### src/rtl/sfp_cage_ctrl_if.sv
// rtl/sfp_cage_ctrl_if.sv - SFP cage pin bundle between board pins and the cage controller
// master = board/pin side, slave = controller side.
interface sfp_cage_ctrl_if #(
  parameter int N_PORTS = 2
);
  logic [N_PORTS-1:0] sfp_mod_abs;
  logic [N_PORTS-1:0] sfp_rxlos;
  logic [N_PORTS-1:0] sfp_txflt;
  logic [N_PORTS-1:0] sfp_tx_dis;
  logic [N_PORTS-1:0] sfp_rs0;
  logic [N_PORTS-1:0] sfp_rs1;

  modport master (
    output sfp_mod_abs, sfp_rxlos, sfp_txflt,
    input  sfp_tx_dis, sfp_rs0, sfp_rs1
  );

  modport slave (
    input  sfp_mod_abs, sfp_rxlos, sfp_txflt,
    output sfp_tx_dis, sfp_rs0, sfp_rs1
  );
endinterface

### src/rtl/sfp_cage_ctrl.sv
// rtl/sfp_cage_ctrl.sv - per-port SFP cage management: pin sync/debounce, TX enable sequencing, fault retry/lockout
// Optional status LEDs are built when SFP_LED_STATUS_EN is defined.
module sfp_cage_ctrl #(
  parameter int N_PORTS      = 2,
  parameter int DEBOUNCE_CYC = 100000,
  parameter int SETTLE_CYC   = 10000000,
  parameter int RETRY_CYC    = 1000000,
  parameter int MAX_RETRIES  = 3
`ifdef SFP_LED_STATUS_EN
  ,
  parameter int CLK_HZ       = 100000000
`endif
) (
  input  logic                   clk,
  input  logic                   rst,
  sfp_cage_ctrl_if.slave         sfp,
  input  logic [N_PORTS-1:0]     tx_en,
  input  logic [N_PORTS-1:0]     rate_hi,
  input  logic [N_PORTS-1:0]     clr_lockout,
  output logic [N_PORTS-1:0]     link_up,
  output logic [N_PORTS-1:0]     lockout,
  output logic                   lockout_irq,
  output logic [3*N_PORTS-1:0]   port_state
`ifdef SFP_LED_STATUS_EN
  ,
  output logic [N_PORTS-1:0]     led
`endif
);

  localparam int TMR_MAX = (SETTLE_CYC > RETRY_CYC) ? SETTLE_CYC : RETRY_CYC;
  localparam int TMR_W   = ($clog2(TMR_MAX) < 1) ? 1 : $clog2(TMR_MAX);
  localparam int RTY_W   = ($clog2(MAX_RETRIES + 1) < 1) ? 1 : $clog2(MAX_RETRIES + 1);
  localparam int DB_W    = ($clog2(DEBOUNCE_CYC + 1) < 1) ? 1 : $clog2(DEBOUNCE_CYC + 1);
  localparam int NS      = 3 * N_PORTS;

  localparam logic [TMR_W-1:0] SETTLE_LD = TMR_W'(SETTLE_CYC - 1);
  localparam logic [TMR_W-1:0] RETRY_LD  = TMR_W'(RETRY_CYC - 1);
  localparam logic [RTY_W-1:0] MAX_R     = RTY_W'(MAX_RETRIES);
  localparam logic [DB_W-1:0]  DB_LAST   = DB_W'(DEBOUNCE_CYC - 1);
  // Debounced vector layout {fault, los, mod_abs}, held in raw pin polarity.
  localparam logic [NS-1:0]    DB_RST    = {{N_PORTS{1'b0}}, {N_PORTS{1'b1}}, {N_PORTS{1'b1}}};

  typedef enum logic [2:0] {
    ST_ABSENT  = 3'd0,
    ST_SETTLE  = 3'd1,
    ST_ACTIVE  = 3'd2,
    ST_FAULT   = 3'd3,
    ST_LOCKOUT = 3'd4
  } state_e;

  logic [N_PORTS-1:0] abs_s1_q, abs_s2_q;
  logic [N_PORTS-1:0] los_s1_q, los_s2_q;
  logic [N_PORTS-1:0] flt_s1_q, flt_s2_q;
  logic [N_PORTS-1:0] tx_en_q;
  logic [N_PORTS-1:0] rate_q;

  always_ff @(posedge clk) begin
    if (rst) begin
      abs_s1_q <= '1;
      abs_s2_q <= '1;
      los_s1_q <= '1;
      los_s2_q <= '1;
      flt_s1_q <= '0;
      flt_s2_q <= '0;
      tx_en_q  <= '0;
      rate_q   <= '0;
    end else begin
      abs_s1_q <= sfp.sfp_mod_abs;
      abs_s2_q <= abs_s1_q;
      los_s1_q <= sfp.sfp_rxlos;
      los_s2_q <= los_s1_q;
      flt_s1_q <= sfp.sfp_txflt;
      flt_s2_q <= flt_s1_q;
      tx_en_q  <= tx_en;
      rate_q   <= rate_hi;
    end
  end

  logic [NS-1:0]   sync_vec;
  logic [NS-1:0]   db_q;
  logic [DB_W-1:0] db_cnt_q [NS];

  assign sync_vec = {flt_s2_q, los_s2_q, abs_s2_q};

  always_ff @(posedge clk) begin
    if (rst) begin
      db_q <= DB_RST;
      for (int k = 0; k < NS; k++) db_cnt_q[k] <= '0;
    end else begin
      for (int k = 0; k < NS; k++) begin
        if (sync_vec[k] == db_q[k]) begin
          db_cnt_q[k] <= '0;
        end else if (db_cnt_q[k] == DB_LAST) begin
          db_q[k]     <= sync_vec[k];
          db_cnt_q[k] <= '0;
        end else begin
          db_cnt_q[k] <= db_cnt_q[k] + 1'b1;
        end
      end
    end
  end

  logic [N_PORTS-1:0] present_db, los_db, fault_db;

  assign present_db = ~db_q[N_PORTS-1:0];
  assign los_db     = db_q[2*N_PORTS-1:N_PORTS];
  assign fault_db   = db_q[3*N_PORTS-1:2*N_PORTS];

  state_e             state_q  [N_PORTS];
  logic [TMR_W-1:0]   timer_q  [N_PORTS];
  logic [RTY_W-1:0]   retry_q  [N_PORTS];
  logic               irq_q;
  logic [N_PORTS-1:0] enter_lock;

  always_comb begin
    enter_lock = '0;
    for (int i = 0; i < N_PORTS; i++) begin
      enter_lock[i] = present_db[i] && (state_q[i] == ST_ACTIVE) &&
                      fault_db[i] && (retry_q[i] == MAX_R);
    end
  end

  always_ff @(posedge clk) begin
    if (rst) begin
      irq_q <= 1'b0;
      for (int i = 0; i < N_PORTS; i++) begin
        state_q[i] <= ST_ABSENT;
        timer_q[i] <= '0;
        retry_q[i] <= '0;
      end
    end else begin
      irq_q <= |enter_lock;
      for (int i = 0; i < N_PORTS; i++) begin
        // Module removal overrides every other transition, clr_lockout included.
        if (!present_db[i]) begin
          state_q[i] <= ST_ABSENT;
        end else begin
          case (state_q[i])
            ST_ABSENT: begin
              state_q[i] <= ST_SETTLE;
              timer_q[i] <= SETTLE_LD;
              retry_q[i] <= '0;
            end
            ST_SETTLE, ST_FAULT: begin
              if (timer_q[i] == '0) state_q[i] <= ST_ACTIVE;
              else                  timer_q[i] <= timer_q[i] - 1'b1;
            end
            ST_ACTIVE: begin
              if (fault_db[i]) begin
                if (retry_q[i] == MAX_R) begin
                  state_q[i] <= ST_LOCKOUT;
                end else begin
                  state_q[i] <= ST_FAULT;
                  retry_q[i] <= retry_q[i] + 1'b1;
                  timer_q[i] <= RETRY_LD;
                end
              end
            end
            ST_LOCKOUT: begin
              if (clr_lockout[i]) begin
                state_q[i] <= ST_SETTLE;
                timer_q[i] <= SETTLE_LD;
                retry_q[i] <= '0;
              end
            end
            default: state_q[i] <= ST_ABSENT;
          endcase
        end
      end
    end
  end

  logic [N_PORTS-1:0] tx_dis;

  always_comb begin
    tx_dis     = '1;
    link_up    = '0;
    lockout    = '0;
    port_state = '0;
    for (int i = 0; i < N_PORTS; i++) begin
      port_state[3*i +: 3] = state_q[i];
      tx_dis[i]  = !((state_q[i] == ST_ACTIVE) && tx_en_q[i]);
      link_up[i] = (state_q[i] == ST_ACTIVE) && tx_en_q[i] && !los_db[i];
      lockout[i] = (state_q[i] == ST_LOCKOUT);
    end
  end

  assign sfp.sfp_tx_dis = tx_dis;
  assign sfp.sfp_rs0    = rate_q;
  assign sfp.sfp_rs1    = rate_q;
  assign lockout_irq    = irq_q;

`ifdef SFP_LED_STATUS_EN
  // Shared 16 Hz tick; phase_q counts sixteenths of a 1 s period.
  localparam int TICK_DIV = (CLK_HZ / 16 < 1) ? 1 : CLK_HZ / 16;
  localparam int PRE_W    = ($clog2(TICK_DIV) < 1) ? 1 : $clog2(TICK_DIV);
  localparam logic [PRE_W-1:0] PRE_LAST = PRE_W'(TICK_DIV - 1);

  logic [PRE_W-1:0]   pre_q;
  logic [3:0]         phase_q;
  logic [N_PORTS-1:0] led_q;

  always_ff @(posedge clk) begin
    if (rst) begin
      pre_q   <= '0;
      phase_q <= '0;
      led_q   <= '0;
    end else begin
      if (pre_q == PRE_LAST) begin
        pre_q   <= '0;
        phase_q <= phase_q + 1'b1;
      end else begin
        pre_q <= pre_q + 1'b1;
      end
      for (int i = 0; i < N_PORTS; i++) begin
        case (state_q[i])
          ST_SETTLE:           led_q[i] <= phase_q[2];
          ST_ACTIVE:           led_q[i] <= link_up[i] | phase_q[0];
          ST_FAULT, ST_LOCKOUT: led_q[i] <= (phase_q[3:1] == 3'd0);
          default:             led_q[i] <= 1'b0;
        endcase
      end
    end
  end

  assign led = led_q;
`endif

endmodule
### src/flat_wrapper.sv
// flat-port wrapper written by rule: the top's interface ports become plain ports
module sfp_cage_ctrl_flat 
#(
  parameter int N_PORTS      = 2,
  parameter int DEBOUNCE_CYC = 100000,
  parameter int SETTLE_CYC   = 10000000,
  parameter int RETRY_CYC    = 1000000,
  parameter int MAX_RETRIES  = 3

)
  (clk, rst, tx_en, rate_hi, clr_lockout, link_up, lockout, lockout_irq, port_state, sfp_sfp_mod_abs, sfp_sfp_rxlos, sfp_sfp_txflt, sfp_sfp_tx_dis, sfp_sfp_rs0, sfp_sfp_rs1);
  sfp_cage_ctrl_if #(.N_PORTS(N_PORTS)) sfp_i ();
  input  logic clk;
  input  logic rst;
  input  logic [N_PORTS-1:0] tx_en;
  input  logic [N_PORTS-1:0] rate_hi;
  input  logic [N_PORTS-1:0] clr_lockout;
  output logic [N_PORTS-1:0] link_up;
  output logic [N_PORTS-1:0] lockout;
  output logic lockout_irq;
  output logic [3*N_PORTS-1:0] port_state;
  input wire logic [$bits(sfp_i.sfp_mod_abs)-1:0] sfp_sfp_mod_abs;
  input wire logic [$bits(sfp_i.sfp_rxlos)-1:0] sfp_sfp_rxlos;
  input wire logic [$bits(sfp_i.sfp_txflt)-1:0] sfp_sfp_txflt;
  output wire logic [$bits(sfp_i.sfp_tx_dis)-1:0] sfp_sfp_tx_dis;
  output wire logic [$bits(sfp_i.sfp_rs0)-1:0] sfp_sfp_rs0;
  output wire logic [$bits(sfp_i.sfp_rs1)-1:0] sfp_sfp_rs1;
  assign sfp_i.sfp_mod_abs = sfp_sfp_mod_abs;
  assign sfp_i.sfp_rxlos = sfp_sfp_rxlos;
  assign sfp_i.sfp_txflt = sfp_sfp_txflt;
  assign sfp_sfp_tx_dis = sfp_i.sfp_tx_dis;
  assign sfp_sfp_rs0 = sfp_i.sfp_rs0;
  assign sfp_sfp_rs1 = sfp_i.sfp_rs1;
  sfp_cage_ctrl #(.N_PORTS(N_PORTS), .DEBOUNCE_CYC(DEBOUNCE_CYC), .SETTLE_CYC(SETTLE_CYC), .RETRY_CYC(RETRY_CYC), .MAX_RETRIES(MAX_RETRIES)) u_core (.clk(clk), .rst(rst), .sfp(sfp_i), .tx_en(tx_en), .rate_hi(rate_hi), .clr_lockout(clr_lockout), .link_up(link_up), .lockout(lockout), .lockout_irq(lockout_irq), .port_state(port_state));
endmodule
### config.mk
export PLATFORM = sky130hd
export DESIGN_NAME = sfp_cage_ctrl_flat
export DESIGN_NICKNAME = d
export VERILOG_FILES = /design/src/rtl/sfp_cage_ctrl_if.sv /design/src/rtl/sfp_cage_ctrl.sv /design/src/flat_wrapper.sv
export SDC_FILE = /design/constraint.sdc
export NUM_CORES = 1
export LEC_CHECK = 0
export BUFFER_PORTS_ARGS = -buffer_cell sky130_fd_sc_hd__buf_2
export CAP_MARGIN = 10
export CORE_MARGIN = 3
export CORE_UTILIZATION = 38
export CTS_CLUSTER_DIAMETER = 200
export DETAILED_ROUTE_END_ITERATION = 8
export SLEW_MARGIN = 20
export SYNTH_ARGS = -nofsm -noshare
export SYNTH_HDL_FRONTEND = slang
export SYNTH_SLANG_ARGS = --single-unit
### constraint.sdc
create_clock -name clk -period 3.36 [get_ports clk]
set_input_delay 0.504 -clock clk [delete_from_list [all_inputs] [get_ports clk]]
set_output_delay 0.504 -clock clk [all_outputs]
set_load 0.02 [all_outputs]
==> flow_metrics.tcl, run 1 <==
set metrics [dict create \
    status "finished clean" \
    clock_skew_ps 14.4 \
    hold_buffers 0 \
    finalNetCount 1029 \
    crit_arrival_ps 3210 \
    comb_power_share_pct 4.3 \
    postCtsSetupBuffers 0 \
    synth_cells 865 \
    start_kind "register" \
    synth.distinct_cells 51 \
    netlist_area_sq_um 9370 \
    wl_per_cell_um 12.8 \
    rows 56 \
    fp.dieH_um 163 \
    drtIter0Drc 229 \
    final_common_cell "edfxtp_1" \
    synth_area_per_cell_sq_um 10.8 \
    syn_to_final_growth_pct 15.4 \
    ctsHtreeMaxLevel 4 \
    first_pass_iters 4 \
    cts_tree "done" \
    tns_ps 0 \
    place_area_sq_um 10300 \
    relSlewSlack_pct 45.3 \
    critPathKind "reg -> reg" \
    p_sw_mw 1.07 \
    cp_max_fo 19 \
    crit_required_ps 3510 \
    seqPwrFrac_pct 56.5 \
    synth_top_cell_by_area "edfxtp_1" \
    hp-class "in -> reg" \
    cts_buffers 17 \
    core-area_sq_um 23800 \
    seq_area_frac_synth_pct 56.2 \
    cap_violations 0 \
    ctsResizeCount 0 \
    p_int_mw 3.59 \
    netlist.area_leader.share_pct 51.3 \
    end_kind "register" \
    min_period_over_period_pct 91.0 \
    yosys_warnings 0 \
    worstSkewPairLatency_ps 420 \
    final_hold_viol_count 0 \
    grt_max_degree 25 \
    maxSlewViolCount 0 \
    track_usage_pct 13.5 \
    grt-ovfl-total 0 \
    grt_antenna_before_repair 0 \
    regArea_sq_um 5270 \
    grt_pass1_wl_um 29200 \
    irDropWorstVdd_v 0.000332 \
    synthTopCellsByArea "edfxtp_1, xor2_1, nor2_1, xnor2_1, dfxtp_1" \
    async_flop_share_pct 0 \
    dieArea_sq_um 26600 \
    cts_sinks 183 \
    finalInstanceArea_sq_um 10800 \
    powerDensity_nw_per_um2 431 \
    p_sw_share_pct 23.0 \
    rsz0062_at_grt "false" \
    ant_nets 0 \
    most-common-layout-cells "edfxtp_1, nor2_1, conb_1" \
    die_w_um 163 \
    dpl.hpwl_um 12200 \
    fmax_mhz 327 \
    clkPwrFrac_pct 39.1 \
    numPortBuffers 30 \
    initial_utilization_pct 39.3 \
    cts.path.max_buffers 2 \
    routed_wl_um 17100 \
    layout-drive-gt1-share_pct 9.35 \
    synth_ff_type "edfxtp_1" \
    p_leak_nw 3.89 \
    cts-root-buf "clkbuf_16" \
    synth-seq-cells 183 \
    worst_pin_slew_ps 819 \
    place_congestion 0.771 \
    antenna_cells 0 \
    num-fill-cells 2341 \
    grt_pass1_vias 6120 \
    route.detailed.drc 0 \
    fin_crit_ps 3060 \
    setup_viol 0 \
    clkTransAtPathRegs_ps 70 \
    io_pins 31 \
    multiInputGateArea_sq_um 4300 \
    viasPerCell 4.74 \
    ff2ff_setup_slack_ps 300 \
    synth_enable_flop_cells 160 \
    routed-via-count 6332 \
]
## power by group through the flow
stage               sequential, mW  combinational [mW]  clock, mW
finish                        2.63               0.202       1.82
global route                  2.64               0.232       1.98
CTS                           2.63               0.201       1.87
detailed placement            2.68               0.199          0
global placement              2.68               0.200          0
floorplan                     2.66               0.155          0
## registers in the layout, indices dropped and copies added (netlist names)
signal / flops
u_core.flt_s2_q: 2
u_core.sfp.sfp_rs0: 2
u_core.timer_q: 48
u_core.flt_s1_q: 2
u_core.state_q: 6
u_core.tx_en_q: 2
u_core.los_s2_q: 2
u_core.lockout_irq: 1
u_core.los_s1_q: 2
u_core.retry_q: 4
u_core.abs_s2_q: 2
u_core.db_q: 6
u_core.db_cnt_q: 102
u_core.abs_s1_q: 2
## metrics by stage
stage                     worst slack, ps  util [%]  power [mW]  hold slack (ps)  instances
after global routing                  121      45.4        4.86              252       1335
after global placement                345      43.1        2.88              394       1303
after detailed placement              272      43.1        2.88              393       1303
after CTS                             281      45.4        4.71              247       1335
final                                 302      45.4        4.66              262       1335
after floorplan                       482         -        2.82              389        966
## final cells by class
cell class / count / area share (%)
Sequential cell: 183 / 48.7
Clock inverter: 14 / 0.961
Clock buffer: 18 / 3.97
Inverter: 22 / 0.764
Timing Repair Buffer: 40 / 2.08
Tap cell: 319 / 3.69
Multi-Input combinational cell: 739 / 39.8
## cells by family after synthesis
logic type	count (synthesis)	synth area share [%]
xor+xnor	135	12.6
compound gates	59	3.91
buf+inv	44	1.92
fa+ha+maj	12	1.60
flops	183	56.2
mux	3	0.321
simple gates	428	23.4
other cells	1	0.0400
## per-layer routing
metal	track usage, %	wire [um]	part of all wire [%]	vias up
met5	0	0	0	-
met4	4.34	187	1.1	0
met3	2.61	398	2.3	10
met2	21.8	7900	46	59
met1	18.4	8640	50	2996
li1	-	-	-	3267
## worst paths after layout
| kind | start | to | depth (start not counted) |
|---|---|---|---|
| min | sfp_sfp_rxlos[0] | u_core.los_s1_q[0] | 2 |
| min reg2reg | u_core.los_s1_q[1] | u_core.los_s2_q[1] | 1 |
| max reg2reg | u_core.timer_q[0][0] | u_core.timer_q[1][6] | 7 |
| max | u_core.timer_q[0][0] | u_core.timer_q[1][6] | 7 |
## critical path, stage by stage (launching register included)
cell	delay (ps)
edfxtp_1	430
inv_1	130
ha_1	160
or4b_2	600
or2_2	290
o31a_1	500
a2111oi_4	590
a21oi_1	80
## synth_stat cells, drive strengths merged (5+ instances only)
cell and number:
ha 12, or3 14, clkbuf 18, xnor2 66, nor2b 14, edfxtp 160
nand4b 7, nand4 26, or2 14, nor4 21, a21oi 30, nor3 24
o21ai 13, nand3 41, nand2 48, or4 7, inv 22, xor2 69
dfxtp 23, and4 9, and3 22, nor2 159, nand2b 5
Power figures use the tool's default switching activity.
==> run 2: changes to the inputs <==
==> constraint.sdc (replaced) <==
create_clock -name clk -period 3 [get_ports clk]
set_input_delay 0.45 -clock clk [delete_from_list [all_inputs] [get_ports clk]]
set_output_delay 0.45 -clock clk [all_outputs]
set_load 0.02 [all_outputs]
==> run 2 against run 1 <==
Compared with the run above:
- cell count is 0.52% higher
- combinational power increased by 13%
- via count up 0.74%
- design area grew 1.1%
- critical path depth unchanged
- sequential cell count did not move
- register-to-register slack got worse by 110 ps
==> flow_metrics.tcl, run 2 (synthesized netlist as in run 1, its figures left out) <==
set metrics [dict create \
    p_sw_share_pct 22.3 \
    path_cells "inv_1 > ha_1 > or4b_2 > or2_2 > o31a_1 > a2111oi_4 > a21oi_1" \
    regMostFlops "u_core.db_cnt_q" \
    route.detailed.drc 0 \
    end_kind "register" \
    fmax_mhz 356 \
    drtIter0Drc 280 \
    final_common_cell "edfxtp_1" \
    routed-via-count 6379 \
    clock_skew_ps 13.4 \
    cp_max_fo 6 \
    cts.path.max_buffers 2 \
    io_pins 31 \
    most-common-layout-cells "edfxtp_1, nor2_1, conb_1" \
    cts_buffers 17 \
    rsz0062_at_grt "false" \
    rows 56 \
    relSlewSlack_pct 49.7 \
    ant_nets 0 \
    powerDensity_nw_per_um2 493 \
    track_usage_pct 13.4 \
    p_leak_nw 3.95 \
    total_power_mw 5.39 \
    layout.cells.non_filler 1342 \
    tns_ps 0 \
    clkPwrFrac_pct 41.1 \
    grt_pass1_wl_um 29200 \
    status "finished clean" \
    cp_slowest_stage_delay_ps 600 \
    die_w_um 163 \
    wl_per_cell_um 12.6 \
    fin_crit_ps 2810 \
    grt_max_degree 25 \
    postCtsSetupBuffers 0 \
    cts-root-buf "clkbuf_16" \
    cts_tree "done" \
    clkTransAtPathRegs_ps 70 \
    grt-ovfl-total 0 \
    viasPerCell 4.75 \
    worst_pin_slew_ps 748 \
    start_kind "register" \
    top_regs "u_core.db_cnt_q (102), u_core.timer_q (48)" \
    grt_antenna_before_repair 0 \
    numPortBuffers 30 \
    finalInstanceArea_sq_um 10900 \
    setup_viol 0 \
    cap_violations 0 \
    cts_sinks 183 \
    fp.dieH_um 163 \
    p_sw_mw 1.20 \
    min_period_over_period_pct 93.7 \
    worstSkewPairLatency_ps 420 \
    p_int_mw 4.19 \
    finish.utilization_pct 45.9 \
    hp-class "in -> reg" \
    irDropWorstVdd_v 0.000462 \
    crit_arrival_ps 2960 \
    comb_power_share_pct 4.2 \
    layout-drive-gt1-share_pct 9.87 \
    crit_required_ps 3150 \
    ctsResizeCount 0 \
    num-fill-cells 2270 \
    first_pass_iters 4 \
    regArea_sq_um 5270 \
    dpl.hpwl_um 12300 \
    pre_cts_slack_ps 179 \
    place_congestion 0.779 \
    multiInputGateArea_sq_um 4300 \
    initial_utilization_pct 39.3 \
    final_hold_viol_count 0 \
    critPathKind "reg -> reg" \
    syn_to_final_growth_pct 16.6 \
    worst_slack_ps 190 \
    hold_slack_ps 209 \
    routed_wl_um 16800 \
    largest_reg_flops 102 \
    grt_pass1_vias 6122 \
    maxSlewViolCount 0 \
    dp_cells 1311 \
    ctsHtreeMaxLevel 4 \
    antenna_cells 0 \
    seqPwrFrac_pct 54.7 \
    finalNetCount 1037 \
    hold_buffers 0 \
    place_area_sq_um 10300 \
    dieArea_sq_um 26600 \
    slowest_stage "or4b_2" \
    core-area_sq_um 23800 \
]
==> run 2: critical path, delay by kind of cell, from the launching register on <==
kind / cells / cell delay (ps)
buffers and inverters: 1 / 130
DFF: 1 / 440
adders and majority gates: 1 / 160
and+or+nand+nor: 2 / 890
AOI/OAI and AO/OA: 3 / 920
==> run 2: path summary, 6_finish.rpt <==
kind                                            from                   end  slack (ps)  depth (start not counted)
worst min register to register    u_core.abs_s1_q[0]    u_core.abs_s2_q[0]         410                          1
worst max register to register  u_core.timer_q[0][0]  u_core.timer_q[1][6]         190                          7
worst max-delay path            u_core.timer_q[0][0]  u_core.timer_q[1][6]         190                          7
worst min-delay path                sfp_sfp_rxlos[0]    u_core.los_s1_q[0]         210                          2
==> run 2: final cells by class <==
class	instances	share of cell area (%)
well taps	319	3.65
clock inverters	13	1.36
flip-flops and latches	183	48.2
clock buffers	18	3.93
multi-input cells	739	39.4
repair buffers	48	2.73
inverters	22	0.756
==> run 2: power by group through the flow <==
stage / Sequential, mW / Clock, mW / Combinational [mW]
after floorplan: 2.98 / 0 / 0.173
after global placement: 3.00 / 0 / 0.226
after detailed placement: 3.00 / 0 / 0.226
after CTS: 2.95 / 2.27 / 0.228
after global routing: 2.96 / 2.39 / 0.265
final: 2.95 / 2.21 / 0.228
==> run 2: metal layers <==
| metal | part of all wire [%] | track usage, % | up-vias |
|---|---|---|---|
| met5 | 0 | 0 | - |
| li1 | - | - | 3283 |
| met1 | 51 | 18.9 | 2999 |
| met4 | 1.6 | 4.27 | 0 |
| met3 | 2.8 | 2.61 | 18 |
| met2 | 45 | 20.9 | 79 |
